File: src/rtl/wb_byte_master.sv
// rtl/wb_byte_master.sv - byte-stream command parser driving single classic Wishbone cycles
// Optional bus-cycle abort: define WB_BYTE_MASTER_TIMEOUT_EN.
module wb_byte_master #(
  parameter int TIMEOUT_CYCLES = 1024
) (
  input  logic        clk,
  input  logic        rst,
  input  logic [7:0]  rx_data,
  input  logic        rx_valid,
  output logic [7:0]  tx_data,
  output logic        tx_valid,
  input  logic        tx_ready,
  output logic [31:0] wb_adr_o,
  output logic [31:0] wb_dat_o,
  input  logic [31:0] wb_dat_i,
  output logic [3:0]  wb_sel_o,
  output logic        wb_we_o,
  output logic        wb_cyc_o,
  output logic        wb_stb_o,
  input  logic        wb_ack_i
);

  typedef enum logic [2:0] {
    S_IDLE,
    S_ADDR,
    S_DATA,
    S_BUS,
    S_RESP
  } state_t;

  localparam logic [7:0] CMD_WR  = 8'h57;
  localparam logic [7:0] CMD_RD  = 8'h52;
  localparam logic [7:0] RSP_ACK = 8'h06;
  localparam logic [7:0] RSP_NAK = 8'h15;

  if (TIMEOUT_CYCLES < 1 || TIMEOUT_CYCLES > 65535) begin : g_bad_timeout
    $error("wb_byte_master: TIMEOUT_CYCLES out of range 1..65535");
  end

  state_t      r_state;
  logic        r_is_write;
  logic [1:0]  r_idx;
  logic [31:0] r_addr;
  logic [31:0] r_wdata;
  logic [31:0] r_resp;
  logic [1:0]  r_resp_left;
  logic [7:0]  r_tx_data;
  logic        r_tx_valid;
  logic [31:0] r_wb_adr;
  logic [31:0] r_wb_dat;
  logic [3:0]  r_wb_sel;
  logic        r_wb_we;
  logic        r_wb_cyc;
`ifdef WB_BYTE_MASTER_TIMEOUT_EN
  localparam logic [15:0] TMO_LAST = 16'(TIMEOUT_CYCLES - 1);
  logic [15:0] r_tmo;
`endif

  logic        w_last_idx;
  logic [31:0] w_addr_next;
  logic [31:0] w_wdata_next;

  assign w_last_idx   = (r_idx == 2'd3);
  assign w_addr_next  = {r_addr[23:0], rx_data};
  assign w_wdata_next = {r_wdata[23:0], rx_data};

  assign tx_data  = r_tx_data;
  assign tx_valid = r_tx_valid;
  assign wb_adr_o = r_wb_adr;
  assign wb_dat_o = r_wb_dat;
  assign wb_sel_o = r_wb_sel;
  assign wb_we_o  = r_wb_we;
  assign wb_cyc_o = r_wb_cyc;
  assign wb_stb_o = r_wb_cyc;

  always_ff @(posedge clk or negedge rst) begin
    if (!rst) begin
      r_state     <= S_IDLE;
      r_is_write  <= 1'b0;
      r_idx       <= 2'd0;
      r_addr      <= 32'd0;
      r_wdata     <= 32'd0;
      r_resp      <= 32'd0;
      r_resp_left <= 2'd0;
      r_tx_data   <= 8'd0;
      r_tx_valid  <= 1'b0;
      r_wb_adr    <= 32'd0;
      r_wb_dat    <= 32'd0;
      r_wb_sel    <= 4'd0;
      r_wb_we     <= 1'b0;
      r_wb_cyc    <= 1'b0;
`ifdef WB_BYTE_MASTER_TIMEOUT_EN
      r_tmo       <= 16'd0;
`endif
    end else begin
      case (r_state)
        S_IDLE: begin
          if (rx_valid) begin
            r_idx <= 2'd0;
            if (rx_data == CMD_WR || rx_data == CMD_RD) begin
              r_is_write <= (rx_data == CMD_WR);
              r_state    <= S_ADDR;
            end else begin
              r_tx_data   <= RSP_NAK;
              r_tx_valid  <= 1'b1;
              r_resp_left <= 2'd0;
              r_state     <= S_RESP;
            end
          end
        end

        S_ADDR: begin
          if (rx_valid) begin
            r_idx <= r_idx + 2'd1;
            if (!w_last_idx) begin
              r_addr <= w_addr_next;
            end else begin
              r_addr <= {w_addr_next[31:2], 2'b00};
              if (r_is_write) begin
                r_state <= S_DATA;
              end else begin
                // Reads launch straight from the last address byte.
                r_wb_adr <= {w_addr_next[31:2], 2'b00};
                r_wb_dat <= 32'd0;
                r_wb_we  <= 1'b0;
                r_wb_sel <= 4'hF;
                r_wb_cyc <= 1'b1;
`ifdef WB_BYTE_MASTER_TIMEOUT_EN
                r_tmo    <= 16'd0;
`endif
                r_state  <= S_BUS;
              end
            end
          end
        end

        S_DATA: begin
          if (rx_valid) begin
            r_idx   <= r_idx + 2'd1;
            r_wdata <= w_wdata_next;
            if (w_last_idx) begin
              r_wb_adr <= r_addr;
              r_wb_dat <= w_wdata_next;
              r_wb_we  <= 1'b1;
              r_wb_sel <= 4'hF;
              r_wb_cyc <= 1'b1;
`ifdef WB_BYTE_MASTER_TIMEOUT_EN
              r_tmo    <= 16'd0;
`endif
              r_state  <= S_BUS;
            end
          end
        end

        S_BUS: begin
          if (wb_ack_i) begin
            r_wb_cyc   <= 1'b0;
            r_wb_sel   <= 4'd0;
            r_wb_we    <= 1'b0;
            r_tx_valid <= 1'b1;
            r_state    <= S_RESP;
            if (r_is_write) begin
              r_tx_data   <= RSP_ACK;
              r_resp_left <= 2'd0;
            end else begin
              r_resp      <= wb_dat_i;
              r_tx_data   <= wb_dat_i[31:24];
              r_resp_left <= 2'd3;
            end
          end
`ifdef WB_BYTE_MASTER_TIMEOUT_EN
          // Ack has priority; abort only once the full budget has elapsed.
          else if (r_tmo == TMO_LAST) begin
            r_wb_cyc    <= 1'b0;
            r_wb_sel    <= 4'd0;
            r_wb_we     <= 1'b0;
            r_tx_data   <= RSP_NAK;
            r_tx_valid  <= 1'b1;
            r_resp_left <= 2'd0;
            r_state     <= S_RESP;
          end else begin
            r_tmo <= r_tmo + 16'd1;
          end
`endif
        end

        S_RESP: begin
          if (tx_ready) begin
            if (r_resp_left == 2'd0) begin
              r_tx_valid <= 1'b0;
              r_tx_data  <= 8'd0;
              r_state    <= S_IDLE;
            end else begin
              r_tx_data   <= r_resp[23:16];
              r_resp      <= {r_resp[23:0], 8'd0};
              r_resp_left <= r_resp_left - 2'd1;
            end
          end
        end

        default: r_state <= S_IDLE;
      endcase
    end
  end

endmodule

File: config.mk
export PLATFORM = sky130hd
export DESIGN_NAME = wb_byte_master
export DESIGN_NICKNAME = d
export VERILOG_FILES = /design/src/rtl/wb_byte_master.sv
export SDC_FILE = /design/constraint.sdc
export NUM_CORES = 1
export LEC_CHECK = 0
export CAP_MARGIN = 15
export CORE_ASPECT_RATIO = 1.75
export CORE_MARGIN = 2
export CORE_UTILIZATION = 48
export CTS_CLUSTER_SIZE = 10
export DETAILED_ROUTE_END_ITERATION = 8
export MAX_ROUTING_LAYER = met4
export PLACE_DENSITY = 0.76
export SYNTH_ARGS = -nofsm -noshare
export SYNTH_HDL_FRONTEND = slang
export SYNTH_SLANG_ARGS = --single-unit
File: constraint.sdc
create_clock -name clk -period 1.9 [get_ports clk]
set_clock_uncertainty 0.2 [all_clocks]
set_input_delay 0.475 -clock clk [delete_from_list [all_inputs] [get_ports clk]]
set_output_delay 0.475 -clock clk [all_outputs]
set_load 0.01 [all_outputs]
# Word level (Yosys, flattened, before mapping)

Cells that the tools add are included.

Add/sub/neg operators: 2
Equality and inequality tests: 20
Mux-type cells: 70
Reductions and logical operators: 20

Operator list:

| operator             | count |
|---|---|
| $mux W32             | 10 |
| $pmux W32 S2         | 2 |
| $mux W24             | 4 |
| $mux W8              | 6 |
| $pmux W24 S2         | 1 |
| $mux W3              | 9 |
| $mux W4              | 6 |
| $ne A2 B2 Y1 const B | 12 |
| $pmux W8 S3          | 1 |
| $mux W2              | 9 |
| $reduce_and A6 Y1    | 3 |
| $eq A8 B7 Y1 const B | 2 |
| $mux W1              | 15 |
| $pmux W3 S5          | 1 |
| $pmux W4 S3          | 1 |
| $reduce_and A5 Y1    | 2 |
| $pmux W1 S3          | 3 |
| $reduce_and A8 Y1    | 1 |
| $reduce_and A7 Y1    | 1 |
| $eq A3 B2 Y1 const B | 2 |
| $pmux W2 S3          | 1 |
| $reduce_and A3 Y1    | 2 |
| $reduce_bool A2 Y1   | 3 |
| $reduce_bool A3 Y1   | 2 |
| 12 further kinds     | 13 |

Word-level logic and storage cells: 126
Output and inout bits: 80
Flip-flop bits (word level): 167

# Logic depth before layout (Yosys ltp)

Word-level depth: 5
Mapped depth: 8
Gate-level depth less buffers: 6

# Worst setup path before layout

OpenSTA, ideal clock, no wires.

Path kind: register -> register
Start point: reg r_state[1]
End point: reg r_tx_data[0] (netlist: tx_data[0])
Slack: -0.079 ns
Clock period less this slack: 1.979 ns
Buffers on the path: 1
Setup time: 0.125 ns
Data arrival time: 1.654 ns
Cell stages (with the launch flop): 6
Cell sequence: dfrtp_1 > buf_6 > nor3b_2 > nor2b_1 > a21oi_4 > mux2_4

Longest elaborated chain between the ends: 3

RTL lines:

| element                                                                    | line | text |
|---|---|---|
| start: declaration                                                         | 40   | `state_t r_state;` |
| start signal: assignment                                                   | 78   | `r_state <= S_IDLE;` |
| start signal: assignment                                                   | 102  | `r_state <= S_ADDR;` |
| start signal: assignment                                                   | 107  | `r_state <= S_RESP;` |
| $eq A3 B3 Y1, or another cell as far along                                 | 96   | `case (r_state)` |
| $ne A2 B2 Y1 (no source line) / $reduce_bool A3 Y1 (equally long branches) | --   |  |
| $reduce_and A5 Y1 (no source line)                                         | --   |  |
| end signal: assignment                                                     | 167  | `r_tx_data <= wb_dat_i[31:24];` |
| end signal: assignment                                                     | 194  | `r_tx_data <= r_resp[23:16];` |
| end: declaration                                                           | 47   | `logic [7:0] r_tx_data;` |

Parallel ways exist; a longest one is shown, timed or not.
A chain may end at the register's enable or synchronous reset.

# Final worst setup path

Start point: reg r_state[0]
End point: reg r_wb_dat[25] (netlist: wb_dat_o[25])

Longest elaborated chain between the ends: 3

RTL lines:

| element                                                                    | line | text |
|---|---|---|
| $eq A3 B1 Y1 / $eq A3 B2 Y1 (equally long branches)                        | 96   |  |
| $ne A2 B2 Y1 (no source line) / $reduce_bool A2 Y1 (equally long branches) | --   |  |
| $reduce_and A6 Y1 (no source line)                                         | --   |  |
| end signal: assignment                                                     | 143  | `r_wb_dat <= w_wdata_next;` |
| end: declaration                                                           | 50   | `logic [31:0] r_wb_dat;` |

Parallel ways exist; a longest one is shown, timed or not.

==> impl_metrics.csv <==
group,metric,value,unit
place,place_ws,-0.6750,ns
power_and_ir_drop,switching_power,2.981,mW
worst_setup_path,worst-path-max-fanout,23,
cells_and_area,final_cell_area,10190,um^2
floorplanning,initial_core_util,48.69,%
power_and_ir_drop,power.share.sequential,41.5,%
clock_tree,clkSinkCount,163,
detailed_routing,vias,5689,
timing,relSlewSlack,70.64,%
clock_tree,numCtsBuffers,17,
timing,fin_ws,-0.07878,ns
detailed_routing,dr.first_iter.drc_count,238,
detailed_routing,drt_wl_total,20450,um
yosys,ys.flop_type,"dfrtp_1",
yosys,synth_warnings,0,
global_route,grt_max_degree,93,
yosys,postSynthAreaPerCell,11.27,um^2
worst_setup_path,crit_path_start_kind,"register",
clock_tree,clockBufferDepth,2,
floorplanning,die_h,165.9,um
detailed_routing,first_pass_iters,5,
outcome,outcome,"finished, violations left",
detailed_routing,drc,0,
floorplanning,die_w,96.52,um
yosys,ys_seq_area_share,56.74,%
timing,period_needed,1.979,ns
timing,post-route-period-util,104.1,%
cells_and_area,finalNetCount,864,
yosys,syn_nets,685,
detailed_routing,detail-route-antenna-nets,0,
detailed_routing,wl_per_cell,20.18,um
clock_tree,cts_tree,"done",
floorplanning,num_io_pins,125,
power_and_ir_drop,p_int,6.798,mW
timing,worstMarginPinSlew,0.4404,ns
floorplanning,rows,59,
cells_and_area,final_util,69.03,%
yosys,synth.distinct_cells,50,
yosys,muxShareOfSynthArea,16.69,%
flow_run,drv_cap,0,
detailed_routing,viasPerCell,5.616,
yosys,synth.cell_area,7189,um^2
clock_tree,clk_pin_slew,0.08,ns
worst_setup_path,endpoint_kind,"register",
timing,max_freq,505.4,MHz
yosys,synth_cells,638,
clock_tree,cts_max_level,4,
yosys,async_flop_share,100.0,%
yosys,synth_xor_xnor_area_share,0.1218,%
min_path,hold_class,"register to register",
place,dpl_cell_area,9021,um^2
global_route,grt_pass1_vias,5751,
place,place.gp.congestion,0.8104,
cells_and_area,layout-drive-gt1-share,26.14,%
yosys,ys_ff_latch,163,
timing,hold_viol,0,
worst_setup_path,critPathKind,"register to register",
global_route,antenna_found_initial,0,
global_route,grt_pass1_wl,28270,um
yosys,synthAdderAreaFrac,0.3481,%
global_route,grt-ovfl-total,0,
power_and_ir_drop,p_comb_share,24.3,%
detailed_routing,dr_wl_met2,11410,um
cells_and_area,antenna_cells,0,
yosys,synth_edf_count,0,
yosys,synth-compound-area-share,10.82,%
cells_and_area,final_cell_mix,"dfrtp_1, nand2_1, dlygate4sd2_1",
detailed_routing,met3_length,948,um
power_and_ir_drop,p_leak,4.858,nW
cells_and_area,mostFrequentLayoutCell,"dfrtp_1",
floorplanning,core_area,14760,um^2
power_and_ir_drop,p_clk_share,34.2,%
yosys,synth_top_family_by_area,"multiplexers",
timing,drv_slew,0,
power_and_ir_drop,power.share.switching,30.49,%
global_route,grt_usage,23.52,%
place,hpwl,12110,um
power_and_ir_drop,power_density,959.5,nW/um^2
outcome,failed_checks,"negative setup slack",
power_and_ir_drop,vdd_ir_drop_max,0.7207,mV
timing,final.setup.tns,-1.301,ns
timing,whs,0.2812,ns
yosys,synthSimpleGateAreaFrac,11.36,%
clock_tree,worstSkewPairLatency,0.43,ns
detailed_routing,routedLengthMet1,7323,um
cells_and_area,n_fill_cell,1028,
floorplanning,die_area,16010,um^2
detailed_routing,top_layer,"met4",
worst_setup_path,arrival,2.13,ns
cells_and_area,area_growth,41.77,%
timing,rsz0062_at_grt,"yes",
place,io_buffers,124,
clock_tree,clock-root-buffer,"clkbuf_16",
timing,setup_viol,52,
worst_setup_path,cp.required,2.05,ns
-- metal layers --
layer	GRT usage (%)	up-vias
met1	26.20	2849
met2	41.30	219
met5	-	-
met3	4.446	65
li1	-	2556
met4	7.838	0
-- kinds of logic after synthesis --
logic type	count (synthesis)
simple gates	179
flops	163
compound gates	132
mux	109
buf+inv	52
fa+ha+maj	2
xor+xnor	1
-- power by group through the flow --
stage / logic, mW / clock network [mW] / registers [mW]
4_1_cts: 2.21 / 3.34 / 4.08
3_3_place_gp: 2.10 / 0 / 4.12
6_report: 2.38 / 3.34 / 4.05
2_1_floorplan: 1.39 / 0 / 4.11
3_5_place_dp: 2.21 / 0 / 4.14
5_1_grt: 2.62 / 3.52 / 4.10
-- synth_stat cells (2+ instances only) --
library cell / n / share of area, %
nor2b_1: 4 / 0.35
nor3_1: 3 / 0.21
clkbuf_1: 13 / 0.68
nor3b_1: 2 / 0.21
dfrtp_1: 163 / 57
mux2_4: 8 / 1.7
a21oi_1: 10 / 0.70
o21ai_1: 32 / 2.2
a221o_1: 2 / 0.28
a2bb2oi_1: 3 / 0.37
nor3b_2: 2 / 0.35
nand3b_1: 5 / 0.52
buf_2: 15 / 1.0
nor2_1: 6 / 0.31
o21ai_0: 67 / 4.7
mux2_2: 35 / 5.5
buf_6: 3 / 0.47
and2_1: 3 / 0.26
nand2_1: 139 / 7.3
buf_4: 12 / 1.3
a22o_1: 4 / 0.49
mux2_1: 20 / 3.1
inv_1: 8 / 0.42
ha_1: 2 / 0.35
mux2i_1: 46 / 6.4
nand2b_1: 7 / 0.61
-- final timing paths --
kind / startpoint / to / slack (ns) / cells after the start
setup / recovery: r_state[0] / wb_dat_o[25] / -0.08 / 7
hold / removal: wb_adr_o[15] / wb_adr_o[15] / 0.28 / 2
setup reg to reg: r_state[0] / wb_dat_o[25] / -0.08 / 7
hold reg to reg: wb_adr_o[15] / wb_adr_o[15] / 0.28 / 2
max in group asynchronous: rst / wb_sel_o[2] / 0.58 / 3
min in group asynchronous: rst / wb_dat_o[18] / 0.32 / 2
-- through the flow --
stage | power (mW) | cells
final | 9.779 | 1013
after global routing | 10.24 | 1013
after CTS | 9.634 | 1000
after detailed placement | 6.347 | 959
after global placement | 6.222 | 959
after floorplan | 5.497 | 638
-- critical path, stage by stage (launching register included) --
cell and delay [ns]:
dfrtp_1 0.42, buf_12 0.17, nor3b_2 0.16, o211ai_1 0.25, buf_6 0.24, buf_6 0.24
nand2_1 0.11, o21ai_1 0.11
-- final cells by class --
type | count | area, um^2 | share of cell area, %
clock buffers | 18 | 429.2 | 4.211
multi-input cells | 423 | 3211 | 31.50
inverters | 8 | 30.03 | 0.2946
well taps | 183 | 229.0 | 2.246
repair buffers | 204 | 2072 | 20.33
flip-flops and latches | 163 | 4081 | 40.04
clock inverters | 14 | 140.1 | 1.375
-- sequential cells by signal (all words and copies together), names as in the netlist, 2 cells and up --
signal,count
r_state,3
r_resp,24
wb_adr_o,32
r_resp_left,2
tx_data,8
wb_dat_o,32
r_idx,2
r_addr,32
r_wdata,24
-- what timing repair did --
action                                  4_1_cts  5_1_grt
pin swaps                                     5        6
gates cloned                                  2        8
setup buffers                                 6        7
hold endpoints to repair                     33        0
gates resized for setup                     100      108
hold buffers                                  1        0
endpoints found under the setup margin      178      153
(Power assumes the default switching activity.)
